==> config.mk <==
export PLATFORM = sky130hd
export DESIGN_NAME = maze_probe
export DESIGN_NICKNAME = d
export VERILOG_FILES = /design/src/rtl/maze_probe.sv
export SDC_FILE = /design/constraint.sdc
export NUM_CORES = 1
export LEC_CHECK = 0
export BUFFER_PORTS_ARGS = -buffer_cell sky130_fd_sc_hd__buf_4
export CELL_PAD_IN_SITES_DETAIL_PLACEMENT = 2
export CELL_PAD_IN_SITES_GLOBAL_PLACEMENT = 2
export CORE_ASPECT_RATIO = 1.4
export CORE_UTILIZATION = 36
export CTS_CLUSTER_SIZE = 14
export DETAILED_ROUTE_END_ITERATION = 7
export PLACE_DENSITY_LB_ADDON = 0.1
export RECOVER_POWER = 25
export SLEW_MARGIN = 20
export SYNTH_ARGS = -nofsm -noshare
export SYNTH_HDL_FRONTEND = slang
export SYNTH_SLANG_ARGS = --single-unit
==> constraint.sdc <==
create_clock -name clk -period 2.7 [get_ports clk]
set_input_delay 0.405 -clock clk [delete_from_list [all_inputs] [get_ports clk]]
set_output_delay 0.405 -clock clk [all_outputs]
set_load 0.02 [all_outputs]
==> src/rtl/maze_probe.sv <==
// Wall-collision responder: probes the two tile-map cells a sprite's leading
// edge would enter after a one-pixel step and answers with a one-cycle strobe.
module maze_probe #(
    parameter int SPRITE_W   = 16,
    parameter int TILE_SHIFT = 3,
    parameter int MAP_COLS   = 80,
    parameter int MAP_ROWS   = 60,
    parameter int SCR_W      = 640,
    parameter int SCR_H      = 480
) (
    input  logic        clk,
    input  logic        rst,
    input  logic        req_valid,
    output logic        req_ready,
    input  logic [9:0]  req_x,
    input  logic [8:0]  req_y,
    input  logic [1:0]  req_dir,
    output logic [12:0] map_addr,
    input  logic        map_data,
    output logic        resp_valid,
    output logic        resp_free
);

    typedef enum logic [2:0] {
        IDLE = 3'd0,
        RD_A = 3'd1,
        RD_B = 3'd2,
        WAIT = 3'd3,
        RESP = 3'd4
    } state_t;

    state_t      state_q, state_d;
    logic [12:0] addr_a_q, addr_a_d;
    logic [12:0] addr_b_q, addr_b_d;
    logic        oob_a_q, oob_a_d;
    logic        oob_b_q, oob_b_d;
    logic        wall_a_q, wall_a_d;
    logic        wall_b_q, wall_b_d;
    logic        resp_free_q, resp_free_d;

    logic [10:0] x0, y0, ww;
    logic [10:0] ax, ay, bx, by;

    // Coordinates are 11-bit two's complement; bit 10 set means negative.
    function automatic logic out_of_bounds(input logic [10:0] px, input logic [10:0] py);
        return px[10] || py[10]
            || (px >= 11'(SCR_W)) || (py >= 11'(SCR_H))
            || ((px >> TILE_SHIFT) >= 11'(MAP_COLS))
            || ((py >> TILE_SHIFT) >= 11'(MAP_ROWS));
    endfunction

    function automatic logic [12:0] tile_addr(input logic [10:0] px, input logic [10:0] py);
        logic [12:0] row;
        logic [12:0] col;
        row = 13'(py >> TILE_SHIFT);
        col = 13'(px >> TILE_SHIFT);
        return row * 13'(MAP_COLS) + col;
    endfunction

    always_comb begin
        x0 = {1'b0, req_x};
        y0 = {2'b00, req_y};
        ww = 11'(SPRITE_W);
        ax = x0;
        ay = y0;
        bx = x0;
        by = y0;
        unique case (req_dir)
            2'b00: begin
                ax = x0;
                ay = y0 - 11'd1;
                bx = x0 + ww - 11'd1;
                by = y0 - 11'd1;
            end
            2'b01: begin
                ax = x0;
                ay = y0 + ww;
                bx = x0 + ww - 11'd1;
                by = y0 + ww;
            end
            2'b10: begin
                ax = x0 - 11'd1;
                ay = y0;
                bx = x0 - 11'd1;
                by = y0 + ww - 11'd1;
            end
            2'b11: begin
                ax = x0 + ww;
                ay = y0;
                bx = x0 + ww;
                by = y0 + ww - 11'd1;
            end
        endcase
    end

    always_comb begin
        state_d     = state_q;
        addr_a_d    = addr_a_q;
        addr_b_d    = addr_b_q;
        oob_a_d     = oob_a_q;
        oob_b_d     = oob_b_q;
        wall_a_d    = wall_a_q;
        wall_b_d    = wall_b_q;
        resp_free_d = resp_free_q;
        req_ready   = 1'b0;
        resp_valid  = 1'b0;
        map_addr    = 13'd0;
        unique case (state_q)
            IDLE: begin
                req_ready = 1'b1;
                if (req_valid) begin
                    // Off-screen probes still issue a read, but at address 0.
                    oob_a_d  = out_of_bounds(ax, ay);
                    oob_b_d  = out_of_bounds(bx, by);
                    addr_a_d = oob_a_d ? 13'd0 : tile_addr(ax, ay);
                    addr_b_d = oob_b_d ? 13'd0 : tile_addr(bx, by);
                    state_d  = RD_A;
                end
            end
            RD_A: begin
                map_addr = addr_a_q;
                state_d  = RD_B;
            end
            RD_B: begin
                map_addr = addr_b_q;
                wall_a_d = oob_a_q | map_data;
                state_d  = WAIT;
            end
            WAIT: begin
                wall_b_d    = oob_b_q | map_data;
                resp_free_d = ~(wall_a_q | wall_b_d);
                state_d     = RESP;
            end
            RESP: begin
                resp_valid = 1'b1;
                state_d    = IDLE;
            end
            default: state_d = IDLE;
        endcase
    end

    always_ff @(posedge clk or negedge rst) begin
        if (!rst) begin
            state_q     <= IDLE;
            addr_a_q    <= 13'd0;
            addr_b_q    <= 13'd0;
            oob_a_q     <= 1'b0;
            oob_b_q     <= 1'b0;
            wall_a_q    <= 1'b0;
            wall_b_q    <= 1'b0;
            resp_free_q <= 1'b0;
        end else begin
            state_q     <= state_d;
            addr_a_q    <= addr_a_d;
            addr_b_q    <= addr_b_d;
            oob_a_q     <= oob_a_d;
            oob_b_q     <= oob_b_d;
            wall_a_q    <= wall_a_d;
            wall_b_q    <= wall_b_d;
            resp_free_q <= resp_free_d;
        end
    end

    assign resp_free = resp_free_q;

endmodule

==> reports/qor.yml, run 1 <==
synth_edf_count: 0
ctsResizeCount: 125
rows: 43
cts_buffer_depth: 2
synthArstFlopShare_pct: 100
status: "aborted with a tool error"
cts_setup_buffers: 23
synth-simple-area-share_pct: 20.3
synth_mux_area_share_pct: 1.46
synth_top_family_by_area: "compound AO/OA/AOI/OAI gates"
synth_adder_area_share_pct: 14.7
start_util_pct: 37.1
yosysMostFrequentCell: "ha_1"
synth_compound_gate_area_share_pct: 24.3
syn-instance-count: 447
yosysWarnings: 0
routabilityCongestion: 0.838
synth_area_per_cell_um2: 8.26
synth_cell_types: 67
cts_buffers: 5
cts_sinks: 33
synth_top_area_share_pct: 22.4
cts_max_level: 2
synth_ff_type: "dfrtp_1"
dp_hpwl_um: 14200
firstError: "[ERROR DPL-0033] detailed placement checks failed during check placement."
io_pins: 41
synth-xor-area-share_pct: 10.7
yosys_register_bits: 33
cts-hold-fix-buffers: 0
clockRootBuffer: "clkbuf_16"
synth_seq_area_share_pct: 22.4
netlist_area_um2: 3690
die_x_um: 87.6
io_buffers: 40
synthesis.nets: 513
fp.dieH_um: 122
netlist_top_cells_count: "37 x ha_1, 34 x nand2_1, 33 x dfrtp_1, 32 x nor2_1"
lastStage: "clock tree synthesis"
synth_area_leaders: "dfrtp_1 22%, ha_1 13%, xnor2_1 6.4%"
synth_area_leader_cell: "dfrtp_1"
-- metrics by stage --
step | util [%] | cells | setup WS, ns | area, um^2
2_1_floorplan | - | 447 | -0.698 | 3950
3_3_place_gp | 53.6 | 733 | -1.02 | 5340
3_5_place_dp | 53.6 | 733 | -1.27 | 5340
-- cells by family after synthesis --
kind of cell | after synthesis
adder cells (fa/ha/maj) | 41
AND/OR/NAND/NOR | 141
XOR/XNOR | 45
AO/OA/AOI/OAI | 128
multiplexers | 5
flip-flops | 33
buffers and inverters | 54
==> inputs of run 2 (changes only) <==
Settings changed: CELL_PAD_IN_SITES_DETAIL_PLACEMENT 2 to unset, CELL_PAD_IN_SITES_GLOBAL_PLACEMENT 2 to unset, CORE_ASPECT_RATIO 1.4 to unset, CORE_UTILIZATION 36 to 40, CTS_CLUSTER_SIZE 14 to unset, PLACE_DENSITY_LB_ADDON 0.1 to 0.15.
==> run 2 against run 1 <==
  * The flow now finishes, with violations (design-rule violations, max-capacitance violations, max-slew violations, negative setup slack)
  * Synthesized cell count unchanged
  * Synthesized area stayed put
==> reports/qor.yml, run 2 <==
rsz0062_at_grt: "yes"
synth_area_per_cell_um2: 8.26
cts_sinks: 33
dp_hpwl_um: 8210
synth_top_area_share_pct: 22.4
grt_max_degree: 34
netlist_area_um2: 3690
netlist_top_cells_count: "37 x ha_1, 34 x nand2_1, 33 x dfrtp_1, 32 x nor2_1"
synth_area_leaders: "dfrtp_1 22%, ha_1 13%, xnor2_1 6.4%"
cts_tree: "yes"
finalCriticalPeriod_ns: 3.34
num_vias: 3940
drc: 5
synthArstFlopShare_pct: 100
path_clk_slew_ns: 0.07
required_ns: 2.88
finalInstanceArea_um2: 6080
vdd_ir_drop_max_mv: 0.319
syn2layout_area_growth_pct: 64.8
cts_max_level: 2
fp.dieH_um: 98.1
final_core_util_pct: 68.7
violations: "design-rule violations, max-capacitance violations, max-slew violations, negative setup slack"
path_cells: "buf_12 > buf_6 > nor4_4 > nand4_1 > a311oi_2 > o22a_1 > ha_4 > fa_2 > buf_6 > xor2_2 > nand2_1 > a21oi_2 > nand3_1 > xor2_1 > xnor2_1 > a22o_1"
synth_cell_types: 67
grt_antenna_before_repair: 0
syn-instance-count: 447
cp.arrival_ns: 3.52
path_common_cell: "buf_6"
rows: 34
num-nets-final: 685
cts_buffers: 5
final_hold_viol_count: 0
grt_pass1_wl_um: 18400
die_area_um2: 9620
drtIter0Drc: 132
cp-end-kind: "flop"
worst_slew_pin_slew_ns: 1.75
period_share_pct: 124
place_area_um2: 5210
slew_headroom_pct: -16.9
synth_ff_type: "dfrtp_1"
grt_use_total_pct: 23.4
max_freq_mhz: 299
ant_nets: 0
crit_path_top_delay_cell: "fa_2"
cp-start-kind: "input pin"
critPathMaxFanout: 5
finalSetupViolCount: 20
routabilityCongestion: 0.864
wirelength_um: 11500
drive_gt1_share_pct: 49.2
crit_type: "input pin to flop"
final.setup.worst_slack_ns: -0.641
cts-hold-fix-buffers: 0
diodes: 0
yosys_register_bits: 33
cellLeakagePower_nw: 2.74
overflow: 0
reg_top3: "addr_a_q (13), addr_b_q (13), state_q (3)"
final_common_cell: "buf_4"
drv_cap: 1
post_drt_wl_per_cell_um: 15.8
yosysMostFrequentCell: "ha_1"
powerDensity_nw_per_um2: 561
power.total_mw: 3.41
start_util_pct: 41.7
synthesis.nets: 513
layout.cells.non_filler: 728
fin_skew_ns: 0.00614
min_path_type: "input pin to flop"
cts_buffer_depth: 2
dp.cells: 697
status: "finished with violations"
grt_pass1_vias: 3942
post_drt_via_cell_ratio: 5.41
cp_slowest_stage_delay_ns: 0.40
die_x_um: 98.1
final_cell_mix: "163 x buf_4, 33 x dfrtp_1, 32 x nand2_1"
pre_cts_ws_ns: -1.02
synth_area_leader_cell: "dfrtp_1"
clock_latency_ns: 0.29
dr.pass1.iters: 8
core_area_um2: 8850
slew_violations: 34
io_pins: 41
clockRootBuffer: "clkbuf_8"
synth_edf_count: 0
io_buffers: 40
synth_seq_area_share_pct: 22.4
yosysWarnings: 0
-- run 2: kinds of logic after synthesis --
group                      after synthesis  share of synthesized area [%]
adders and majority gates               41                           14.7
DFF                                     33                           22.4
buffers and inverters                   54                           6.20
muxes                                    5                           1.46
AOI/OAI and AO/OA                      128                           24.3
and+or+nand+nor                        141                           20.3
xor gates and xnor gates                45                           10.7
-- run 2: layout make-up --
class,count,area [um^2]
multi-input combinational,361,3310
fill,694,2770
timing repair buffer,191,1560
sequential,33,826
inverter,27,140
tap,108,135
clock buffer,5,68.8
clock inverter,3,46.3
-- run 2: stage by stage --
step,hold WS [ns],setup TNS (ns)
after global placement,0.360,-15.21
after CTS,0.0528,-4.65
after detailed placement,0.363,-15.89
final,0.389,-5.41
after global routing,0.397,-7.99
after floorplan,0.109,-3.63
-- run 2: worst max-delay path, delay by kind of cell --
kind	cells	cell delay [ns]
compound gates	4	0.82
xor+xnor	3	0.46
fa+ha+maj	2	0.63
buf+inv	3	0.35
simple gates	4	0.83
-- run 2: report_power, final --
part	internal, mW	switching [mW]
Sequential	0.706	0.129
Combinational	1.05	1.06
Clock	0.276	0.194
Total	2.03	1.38
-- run 2: worst paths after layout --
check                                        start                  endpoint  slack, ns  depth (start not counted)
min                                      req_valid       oob_b_q$_DFFE_PN0P_       0.39                          3
max reg2reg                 state_q[1]$_DFFE_PN0P_   addr_b_q[8]$_DFFE_PN0P_       0.61                          6
max in group asynchronous                      rst   addr_b_q[8]$_DFFE_PN0P_       1.11                          1
min in group asynchronous                      rst   addr_b_q[1]$_DFFE_PN0P_       0.57                          1
max                                       req_y[1]  addr_b_q[12]$_DFFE_PN0P_      -0.64                         16
min reg2reg                addr_a_q[1]$_DFFE_PN0P_   addr_a_q[1]$_DFFE_PN0P_       0.48                          2
-- run 2: metal layers --
metal / wire length (um) / up-vias / track usage (%)
met5: 0 / - / 0
met4: 146 / 0 / 5.71
met3: 438 / 18 / 1.57
met2: 5660 / 109 / 41.3
met1: 5260 / 1862 / 31.0
li1: - / 1951 / -
-- run 2: what timing repair did --
| item | CTS | global route |
|---|---|---|
| cloned | 1 | 0 |
| resized for setup | 66 | 57 |
| hold endpoints to repair | 0 | 0 |
| pin swaps | 47 | 27 |
| endpoints found under the setup margin | 28 | 28 |
| setup buffers | 22 | 7 |
Note: power is estimated with default switching activity, not from simulation.
==> inputs of run 3 (changes only) <==
Settings changed: PLACE_DENSITY_LB_ADDON 0.15 to 0.08.
==> run 3 against run 2 <==
  * The flow still finishes with violations (design-rule violations, max-capacitance violations, max-slew violations, negative setup slack)
  * Setup slack improved by 0.017 ns
  * Fmax rose by 0.51%
  * Highest routed layer unchanged
  * Non-clock buffer count grew 4
  * Clock power decreased by 7.0%
  * Total power decreased by 1.1%
==> reports/qor.yml, run 3 (synthesized netlist as in run 2, its figures left out) <==
rsz0062_at_grt: "yes"
fin_skew_ns: 0.00603
fp.dieH_um: 98.1
io_buffers: 40
diodes: 0
powerDensity_nw_per_um2: 555
final_common_cell: "buf_4"
worst_slew_pin_slew_ns: 1.72
dp_hpwl_um: 8430
reg_top3: "addr_a_q (13), addr_b_q (13), state_q (3)"
vdd_ir_drop_max_mv: 0.316
setup_tns_ns: -4.83
path_clk_slew_ns: 0.07
core_area_um2: 8850
cp.arrival_ns: 3.48
clock_latency_ns: 0.28
crit_type: "input pin to flop"
finalInstanceArea_um2: 6080
rows: 34
clockRootBuffer: "clkbuf_8"
status: "finished with violations"
critical-path-top-delay-family: "adder cells"
num-nets-final: 689
finalSetupViolCount: 20
grt_use_total_pct: 24.6
wirelength_um: 11700
overflow: 0
path_cells: "buf_12 > inv_12 > ha_4 > or3b_4 > a21boi_2 > buf_4 > a21oi_4 > xnor2_2 > ha_1 > ha_2 > fa_2 > a21o_1 > a21oi_2 > xnor2_1 > nand3_1 > xor2_1 > xnor2_1 > a22o_1"
syn2layout_area_growth_pct: 64.8
grt_max_degree: 34
grt_pass1_vias: 4026
cts_buffers: 5
required_ns: 2.86
max_freq_mhz: 301
cellLeakagePower_nw: 2.77
io_pins: 41
finalCriticalPeriod_ns: 3.32
cts_tree: "yes"
crit_buf_inv: 3
die_area_um2: 9620
grt_antenna_before_repair: 0
period_share_pct: 123
ant_nets: 0
place_area_um2: 5260
num_vias: 3962
die_x_um: 98.1
final_cell_mix: "164 x buf_4, 33 x nand2_1, 33 x dfrtp_1"
cts-hold-fix-buffers: 0
cts_buffer_depth: 2
num-fill-cells: 728
cts_max_level: 2
cp-end-kind: "flop"
routabilityCongestion: 0.867
drtIter0Drc: 108
critPathMaxFanout: 2
final_hold_viol_count: 0
start_util_pct: 41.7
path_common_cell: "xnor2_1"
post_drt_via_cell_ratio: 5.42
min_path_type: "input pin to flop"
dr.pass1.iters: 7
cp_slowest_stage_delay_ns: 0.38
final_core_util_pct: 68.8
cp-start-kind: "input pin"
final.setup.worst_slack_ns: -0.623
slew_headroom_pct: -14.6
crit_path_top_delay_cell: "or3b_4"
violations: "design-rule violations, max-capacitance violations, max-slew violations, negative setup slack"
slew_violations: 34
cts_sinks: 33
seq_area_um2: 826
drc: 5
drv_cap: 1
drive_gt1_share_pct: 49.4
post_drt_wl_per_cell_um: 16.0
rrSetupSlack_ns: 0.34
multi_input_area_um2: 3260
grt_pass1_wl_um: 19400
run 3: worst reg2reg max path: cells and delay by family, from the launching register on:
family | cells | cell delay, ns
buffers and inverters | 2 | 0.27
AOI/OAI and AO/OA | 2 | 0.35
DFF | 1 | 0.43
and+or+nand+nor | 3 | 1.25
run 3: where the power goes:
part | switching [mW] | internal [mW]
logic | 1.05 | 1.05
clock network | 0.170 | 0.268
registers | 0.132 | 0.707
run 3: path summary, 6_finish.rpt:
| check | start | endpoint | depth (start not counted) |
|---|---|---|---|
| worst max-delay path | req_y[1] | addr_b_q[12]$_DFFE_PN0P_ | 18 |
| worst min-delay path | req_valid | oob_b_q$_DFFE_PN0P_ | 3 |
| worst max register to register | state_q[1]$_DFFE_PN0P_ | addr_b_q[5]$_DFFE_PN0P_ | 7 |
| worst min register to register | addr_a_q[3]$_DFFE_PN0P_ | addr_a_q[3]$_DFFE_PN0P_ | 2 |
| max in group asynchronous | rst | addr_b_q[12]$_DFFE_PN0P_ | 1 |
| min in group asynchronous | rst | state_q[2]$_DFFE_PN0P_ | 1 |
run 3: what timing repair did:
| action | in CTS | in global routing |
|---|---|---|
| endpoints found under the setup margin | 28 | 28 |
| cloned | 2 | 0 |
| hold endpoints to repair | 0 | 0 |
| buffers inserted | 20 | 7 |
| resized for setup | 83 | 41 |
| pin swaps | 47 | 44 |
run 3: stage by stage:
step | hold slack (ns) | cells | total power, mW | setup WS, ns
global placement | 0.367 | 702 | 2.58 | -0.989
global route | 0.409 | 731 | 3.60 | -0.832
detailed placement | 0.368 | 702 | 2.62 | -1.07
floorplan | 0.109 | 447 | 1.92 | -0.698
CTS | 0.0638 | 728 | 3.29 | -0.580
finish | 0.393 | 731 | 3.37 | -0.623
run 3: layout make-up:
class | count | share of cell area [%]
multi-input combinational | 361 | 53.6
timing repair buffer | 195 | 26.5
sequential | 33 | 13.6
inverter | 27 | 2.34
tap | 108 | 2.22
clock buffer | 5 | 1.13
clock inverter | 2 | 0.576
run 3: metal layers:
metal / GRT usage (%) / vias to the layer above / share of wire (%)
li1: - / 1955 / -
met1: 32.7 / 1909 / 45
met2: 43.8 / 90 / 51
met3: 2.08 / 8 / 3.6
met4: 4.66 / 0 / 0.68
met5: 0 / - / 0
